$ cat src/rtl/vga_term_write_vram.sv
// vga_term_write_vram
//   Character-stream writer for the text VRAM. It accepts one byte per
//   valid/ready handshake and keeps a text cursor (col, row, linear address).
//   Printable bytes become single-cycle VRAM write strobes. CR, LF and BS
//   move the cursor. FF sweeps the whole screen with spaces.
//
// Ports
//   i_clk     clock, all logic on the rising edge
//   i_rst     synchronous reset, active-high, overrides every state
//   i_data    input byte
//   i_valid   i_data valid
//   o_ready   block accepts a byte on the next edge if i_valid is high
//   o_we      VRAM write strobe, one cycle per write
//   o_addr    VRAM write address
//   o_wdata   VRAM write data
//   o_cursor  cursor linear address (row*RES_X_MAX + col)
//
// State table
//   S_IDLE  | waiting for a byte, o_ready high once out of reset
//   S_EXEC  | decode captured byte: issue write or move cursor
//   S_DONE  | advance cursor after a printable byte, publish o_cursor
//   S_CLEAR | form-feed sweep, one space written per cycle
module vga_term_write_vram #(
  parameter logic [7:0] RES_X_MAX = 8'd80,
  parameter logic [7:0] RES_Y_MAX = 8'd25
) (
  input  logic        i_clk,
  input  logic        i_rst,
  input  logic [7:0]  i_data,
  input  logic        i_valid,
  output logic        o_ready,
  output logic        o_we,
  output logic [10:0] o_addr,
  output logic [7:0]  o_wdata,
  output logic [10:0] o_cursor
);

  localparam int unsigned CELLS      = int'(RES_X_MAX) * int'(RES_Y_MAX);
  localparam logic [10:0] LAST_ADDR  = 11'(CELLS - 1);
  localparam logic [7:0]  COL_LAST   = RES_X_MAX - 8'd1;
  localparam logic [7:0]  ROW_LAST   = RES_Y_MAX - 8'd1;
  localparam logic [10:0] ROW_STRIDE = {3'b000, RES_X_MAX};

  localparam logic [7:0] CH_BS    = 8'h08;
  localparam logic [7:0] CH_LF    = 8'h0A;
  localparam logic [7:0] CH_FF    = 8'h0C;
  localparam logic [7:0] CH_CR    = 8'h0D;
  localparam logic [7:0] CH_SPACE = 8'h20;
  localparam logic [7:0] CH_TILDE = 8'h7E;

  typedef enum logic [1:0] {
    S_IDLE,
    S_EXEC,
    S_DONE,
    S_CLEAR
  } state_t;

  state_t      state_q, state_d;
  logic [7:0]  col_q, col_d;
  logic [7:0]  row_q, row_d;
  logic [10:0] cur_q, cur_d;
  logic [7:0]  byte_q, byte_d;
  logic [10:0] clr_q, clr_d;

  logic        ready_d;
  logic        we_d;
  logic [10:0] addr_d;
  logic [7:0]  wdata_d;
  logic [10:0] cursor_d;

  logic        accept;
  logic        printable;

  // o_ready is only ever high in S_IDLE, so the handshake alone qualifies accept.
  assign accept    = i_valid && o_ready;
  assign printable = (byte_q >= CH_SPACE) && (byte_q <= CH_TILDE);

  always_ff @(posedge i_clk) begin
    if (i_rst) begin
      state_q  <= S_IDLE;
      col_q    <= 8'd0;
      row_q    <= 8'd0;
      cur_q    <= 11'd0;
      byte_q   <= 8'd0;
      clr_q    <= 11'd0;
      o_ready  <= 1'b0;
      o_we     <= 1'b0;
      o_addr   <= 11'd0;
      o_wdata  <= CH_SPACE;
      o_cursor <= 11'd0;
    end else begin
      state_q  <= state_d;
      col_q    <= col_d;
      row_q    <= row_d;
      cur_q    <= cur_d;
      byte_q   <= byte_d;
      clr_q    <= clr_d;
      o_ready  <= ready_d;
      o_we     <= we_d;
      o_addr   <= addr_d;
      o_wdata  <= wdata_d;
      o_cursor <= cursor_d;
    end
  end

  always_comb begin
    state_d  = state_q;
    col_d    = col_q;
    row_d    = row_q;
    cur_d    = cur_q;
    byte_d   = byte_q;
    clr_d    = clr_q;
    ready_d  = 1'b0;
    we_d     = 1'b0;
    addr_d   = o_addr;
    wdata_d  = o_wdata;
    cursor_d = o_cursor;

    case (state_q)
      S_IDLE: begin
        ready_d = 1'b1;
        if (accept) begin
          byte_d  = i_data;
          ready_d = 1'b0;
          state_d = S_EXEC;
        end
      end

      S_EXEC: begin
        state_d = S_DONE;
        if (printable) begin
          we_d    = 1'b1;
          addr_d  = cur_q;
          wdata_d = byte_q;
        end else begin
          case (byte_q)
            CH_CR: begin
              cur_d = cur_q - {3'b000, col_q};
              col_d = 8'd0;
            end
            CH_LF: begin
              if (row_q == ROW_LAST) begin
                row_d = 8'd0;
                cur_d = {3'b000, col_q};
              end else begin
                row_d = row_q + 8'd1;
                cur_d = cur_q + ROW_STRIDE;
              end
            end
            CH_BS: begin
              // No reverse wrap: backspace at column 0 is a no-op.
              if (col_q != 8'd0) begin
                col_d = col_q - 8'd1;
                cur_d = cur_q - 11'd1;
              end
            end
            CH_FF: begin
              // First sweep write is issued here so the strobe train starts
              // the cycle after decode; clr tracks the address on o_addr.
              clr_d   = 11'd0;
              we_d    = 1'b1;
              addr_d  = 11'd0;
              wdata_d = CH_SPACE;
              state_d = S_CLEAR;
            end
            default: begin
            end
          endcase
        end
      end

      S_DONE: begin
        state_d = S_IDLE;
        ready_d = 1'b1;
        if (printable) begin
          if (col_q == COL_LAST) begin
            col_d = 8'd0;
            if (row_q == ROW_LAST) begin
              row_d = 8'd0;
              cur_d = 11'd0;
            end else begin
              row_d = row_q + 8'd1;
              cur_d = cur_q + 11'd1;
            end
          end else begin
            col_d = col_q + 8'd1;
            cur_d = cur_q + 11'd1;
          end
        end
        cursor_d = cur_d;
      end

      S_CLEAR: begin
        if (clr_q == LAST_ADDR) begin
          state_d  = S_IDLE;
          ready_d  = 1'b1;
          col_d    = 8'd0;
          row_d    = 8'd0;
          cur_d    = 11'd0;
          cursor_d = 11'd0;
        end else begin
          clr_d   = clr_q + 11'd1;
          we_d    = 1'b1;
          addr_d  = clr_q + 11'd1;
          wdata_d = CH_SPACE;
        end
      end

      default: begin
        state_d = S_IDLE;
      end
    endcase
  end

endmodule

$ cat config.mk
export PLATFORM = sky130hd
export DESIGN_NAME = vga_term_write_vram
export DESIGN_NICKNAME = d
export VERILOG_FILES = /design/src/rtl/vga_term_write_vram.sv
export SDC_FILE = /design/constraint.sdc
export NUM_CORES = 1
export LEC_CHECK = 0
export ABC_AREA = 0
export BUFFER_PORTS_ARGS = -buffer_cell sky130_fd_sc_hd__buf_4
export CAP_MARGIN = 0
export CORE_MARGIN = 8
export CORE_UTILIZATION = 45
export CTS_BUF_LIST = sky130_fd_sc_hd__clkbuf_8 sky130_fd_sc_hd__clkbuf_16
export DETAILED_ROUTE_END_ITERATION = 12
export MAX_ROUTING_LAYER = met4
export PLACE_DENSITY = 0.72
export SETUP_SLACK_MARGIN = 0.1
export SYNTH_ARGS = -nofsm -noshare
export SYNTH_HDL_FRONTEND = slang
export SYNTH_SLANG_ARGS = --single-unit
$ cat constraint.sdc
create_clock -name i_clk -period 7.9 [get_ports i_clk]
set_input_delay 1.185 -clock i_clk [delete_from_list [all_inputs] [get_ports i_clk]]
set_output_delay 1.185 -clock i_clk [all_outputs]
set_load 0.05 [all_outputs]
## Word level (Yosys, flattened, before mapping)

Cells that the tools add are included.

- Flip-flop bits (word level): 80
- Latch bits: 0
- Memory bits (writable): 0
- ROM bits: 0
- Input bits: 11
- Output and inout port bits: 32
- Word-level logic and storage cells: 103
- Memories kept: 0

- Add/subtract/negate cells: 8
- Multipliers: 0
- Div/mod/pow operators: 0
- Magnitude comparators: 2
- Eq/ne operators: 22
- Shift operators: 0
- Mux-type cells: 45
- Bitwise operators: 0
- Reduce and logical (&&, ||, !) cells: 15

Operators by type and width:

| operator | count |
|---|---|
| two-way mux 11 bit | 11 |
| two-way mux 8 bit | 13 |
| one-hot mux 11 bit (2 select lines) | 3 |
| one-hot mux 11 bit (3 select lines) | 2 |
| one-hot mux 8 bit (3 select lines) | 2 |
| equality test 8 x 4 -> 1 bit (second input constant) | 4 |
| one-hot mux 8 bit (2 select lines) | 2 |
| adder 11 x 1 -> 11 bit (second input constant) | 2 |
| adder 8 x 1 -> 8 bit (second input constant) | 2 |
| inequality test 2 bit (second input constant) | 6 |
| AND reduction 6 bit | 2 |
| adder 11 x 7 -> 11 bit (second input constant) | 1 |
| equality test 11 bit (second input constant) | 1 |
| subtractor 11 x 1 -> 11 bit (second input constant) | 1 |
| subtractor 11 x 8 -> 11 bit | 1 |
| equality test 8 x 5 -> 1 bit (second input constant) | 1 |
| equality test 8 x 7 -> 1 bit (second input constant) | 1 |
| >= comparator 8 x 6 -> 1 bit (second input constant) | 1 |
| less-or-equal comparator 8 x 7 -> 1 bit (second input constant) | 1 |
| one-hot mux 2 bit (4 select lines) | 1 |
| nonzero test 8 bit | 1 |
| subtractor 8 x 1 -> 8 bit (second input constant) | 1 |
| two-way mux 1 bit | 7 |
| inequality test 3 x 2 -> 1 bit (second input constant) | 2 |
| 16 further kinds | 23 |

## Logic depth before layout (Yosys ltp)

- Word-level depth: 5
- Gate-level depth with buffers: 13
- Depth with buffers taken out: 12

## Worst setup path after synthesis

Ideal clock, no wire load.

- Path type: register to register
- From: reg byte_q[4]
- To: reg cur_q[9]
- Setup time: 0.091 ns
- Data arrival time: 2.822 ns
- Data required time: 7.809 ns
- Slack: 4.987 ns
- Cell stages (with the launch flop): 12
- Path buffers: 1
- Period minus slack after synthesis: 2.913 ns
- Path through: dfxtp_1 nor4_2 nand4_1 clkbuf_1 nand2_1 ha_1 nor2b_1 o2111ai_1 a21oi_1 or2_2 a2111o_1 a311oi_1

- Word-level cells in the longest chain between the ends: 4
- Elaborated cells on any way between the ends: 14
- Classes of those cells: 2 x order compare; 6 x eq/ne; 4 x mux; 2 x reduce/logical

Ends and longest elaborated chain:

| element | line | text |
|---|---|---|
| start: declaration | 62 | `logic [7:0] byte_q, byte_d;` |
| start signal: assignment | 96 | `byte_q <= byte_d;` |
| >= comparator 8 x 6 -> 1 bit, or another cell as far along | 76 | `assign printable = (byte_q >= CH_SPACE) && (byte_q <= CH_TILDE);` |
| logical AND 1 bit or one-hot mux 11 bit (3 select lines) (tied branches) | 76, 136 |  |
| inequality test 2 bit (no source line), or another cell as far along | n/a |  |
| AND reduction 5 bit (no source line) or one-hot mux 11 bit (3 select lines) (tied branches) | n/a |  |
| end signal: assignment | 95 | `cur_q <= cur_d;` |
| end: declaration | 61 | `logic [10:0] cur_q, cur_d;` |

Parallel ways exist; a longest one is shown, timed or not. The select of a mux whose other input is x is not followed.
A chain may end at the register's enable or synchronous reset.

## Worst setup path in the final report

- From: reg byte_q[5]
- To: reg cur_q[8]

Same word-level chain as after synthesis.

==> impl_metrics.json <==
{
  "postRouteAntennaNets": 0,
  "grt_pass1_vias": 4787,
  "min_path_type": "reg -> reg",
  "hold_path_end": "o_cursor[9]",
  "drt_iter0_markers": 563,
  "cts_made_buffers": 9,
  "die_w_um": 122,
  "synth_top_area_share_pct": 31.7,
  "hold_slack_ns": 0.459,
  "dp.cells": 799,
  "synth_top_cells_by_area": "dfxtp_1 (32%), a21oi_1 (6.8%), nand2_1 (5.7%)",
  "vdd_drop_max_mv": 0.118,
  "tightest_slew_ns": 1.25,
  "root_buffer": "clkbuf_8",
  "clock_sinks": 80,
  "fp.dieH_um": 122,
  "crit_fanout": 11,
  "first_pass_iters": 5,
  "max-slew-margin-rel_pct": 16.4,
  "overflow": 0,
  "async_flop_share_pct": 0,
  "drive_above_1_share_pct": 11.4,
  "path_clk_slew_ns": 0.09,
  "critical_path_arrival_ns": 3.90,
  "rows": 38,
  "syn_nets": 694,
  "h-tree-depth": 3,
  "rr_startpoint": "byte_q[5]",
  "final_nets": 699,
  "die_area_um2": 14900,
  "p_per_area_nw_per_um2": 171,
  "fin_tns_setup_ns": 0,
  "syn-cell-area_um2": 5040,
  "synth.ff_latch_count": 80,
  "reg2reg_depth": 12,
  "synth_cells": 665,
  "startpoint_type": "register",
  "fmax_ghz": 0.273,
  "port_buffers": 42,
  "end_kind": "register",
  "yosys_warnings": 0,
  "tritoncts": "done",
  "fin_area_um2": 5590,
  "criticalPathCategory": "reg -> reg",
  "dpl_cell_area_um2": 5350,
  "max_cap_viol_count": 0,
  "grt_first_pass_wirelength_mm": 24.4,
  "r2r_setup_slack_ns": 4.24,
  "synth_edf_count": 0,
  "post_synth.cell_area_avg_um2": 7.59,
  "hold_viol": 0,
  "synth_flop_cell": "dfxtp_1",
  "setup_viol": 0,
  "area_growth_pct": 10.7,
  "vias": 5153,
  "dp_hpwl_mm": 10.6,
  "period_share_pct": 46.3,
  "hold_depth": 2,
  "cts_setup_buffers": 0,
  "routabilityCongestion": 0.956,
  "routed_wirelength_mm": 15.2,
  "worst_r2r_endpoint": "cur_q[8]",
  "leakagePower_nw": 2.05,
  "status": "completed",
  "yosysUniqueCellTypes": 74,
  "drc_errors": 0,
  "antenna_found_initial": 0,
  "clock_skew_ns": 0.0131,
  "final_cells": 815,
  "routedWlPerCell_um": 18.7,
  "start_util_pct": 46.3,
  "yosys.area.top_type": "dfxtp_1",
  "ctsResizeCount": 0,
  "slew_violations": 0,
  "grt.total_usage_pct": 21.1,
  "antennaDiodeCount": 0,
  "synth.yosys.seq_area_share_pct": 31.7,
  "min_period_ns": 3.66,
  "postCtsHoldBufs": 0,
  "cts_buffer_depth": 2,
  "rsz0062_at_grt": "no",
  "hold_path_startpoint": "o_cursor[9]",
  "grt_max_degree": 74,
  "vias_per_cell": 6.32,
  "cp_data_required_time_ns": 8.15,
  "core-area_um2": 10900,
  "io_pins": 43,
  "clkLatencyLatePin_ns": 0.38
}
==> registers in the layout, indices dropped and copies added, names as in the netlist <==
signal	cells
clr_q	11
col_q	8
o_we	1
o_wdata	8
o_addr	11
cur_q	11
o_ready	1
o_cursor	11
byte_q	8
row_q	8
state_q	2
==> cells in the mapped netlist (8+ instances only) <==
master,instances
dfxtp_1,80
nand2_1,76
a21oi_1,69
nor2_1,68
clkbuf_1,45
nor3_1,31
o21ai_0,31
nand3_1,27
ha_1,17
a211oi_1,15
inv_1,14
nand4_1,11
xnor2_1,11
and3_1,10
or3_1,10
xor2_1,10
mux2i_1,8
nor2b_1,8
==> area by class of cell <==
| cell class | count | area (um^2) |
|---|---|---|
| sequential | 80 | 1600 |
| clock buffer | 9 | 124 |
| inverter | 14 | 52.6 |
| tap | 140 | 175 |
| clock inverter | 7 | 109 |
| timing repair buffer | 46 | 345 |
| fill | 1061 | 5300 |
| multi-input combinational | 519 | 3180 |
==> per-stage QoR <==
step                      util (%)  total power [mW]  setup slack, ns
final                         51.3             0.957             4.24
after global routing          51.3             0.997             4.01
after CTS                     51.3             0.960             4.35
after detailed placement      49.2             0.598             4.38
after global placement        49.2             0.594             4.56
after floorplan                  -             0.557             4.99
==> worst max path at each step <==
stage	start	end	depth (start not counted)
after floorplan	byte_q[4]	cur_q[9]	11
after global placement	byte_q[4]	cur_q[8]	12
after detailed placement	byte_q[5]	cur_q[8]	12
after CTS	byte_q[5]	cur_q[10]	12
after global routing	byte_q[5]	cur_q[10]	12
final	byte_q[5]	cur_q[8]	12
==> layer usage <==
metal,wire length [um],track usage (%)
met1,6900,26.9
met2,6980,31.8
met5,0,-
met3,1100,4.63
met4,245,7.94
==> kinds of logic (layout without fill, tap and decap cells) <==
logic type                 Yosys count  count (layout)  synth area share [%]
buffers and inverters               66              76                  5.36
and+or+nand+nor                    286             286                  28.5
muxes                                8               8                  1.59
DFF                                 80              80                  31.7
AOI/OAI and AO/OA                  186             186                  24.5
adders and majority gates           18              18                  4.61
xor gates and xnor gates            21              21                  3.65
==> worst max-delay path: stages (launching register included) <==
cell	delay (ns)
dfxtp_1	0.37
nor4_2	0.51
nand4_1	0.56
nand2_1	0.24
ha_1	0.19
inv_1	0.05
fa_1	0.41
nand3_1	0.13
a21oi_1	0.09
o31ai_1	0.50
a21oi_1	0.16
o2111ai_1	0.21
o211ai_1	0.10
==> layout by cell type (no fill, tap or decap), types with 5 or more instances in the layout <==
| cell | instances |
|---|---|
| dfxtp_1 | 80 |
| nand2_1 | 76 |
| a21oi_1 | 69 |
| nor2_1 | 68 |
| buf_4 | 46 |
| o21ai_0 | 31 |
| nor3_1 | 31 |
| nand3_1 | 27 |
| ha_1 | 17 |
| a211oi_1 | 15 |
| inv_1 | 14 |
| nand4_1 | 11 |
| xnor2_1 | 11 |
| xor2_1 | 10 |
| or3_1 | 10 |
| and3_1 | 10 |
| clkbuf_8 | 9 |
| nor2b_1 | 8 |
| mux2i_1 | 8 |
| a31oi_1 | 6 |
| a311oi_1 | 6 |
| and4_1 | 6 |
| o21a_1 | 5 |
| nor4_1 | 5 |
| o32ai_1 | 5 |
| a22oi_1 | 5 |
==> power by group <==
group | internal (mW) | total [mW] | switching (mW)
Sequential | 0.412 | 0.433 | 0.0207
Clock | 0.185 | 0.364 | 0.179
Combinational | 0.0632 | 0.160 | 0.0968
Total | 0.660 | 0.957 | 0.296
Power figures use the tool's default switching activity.
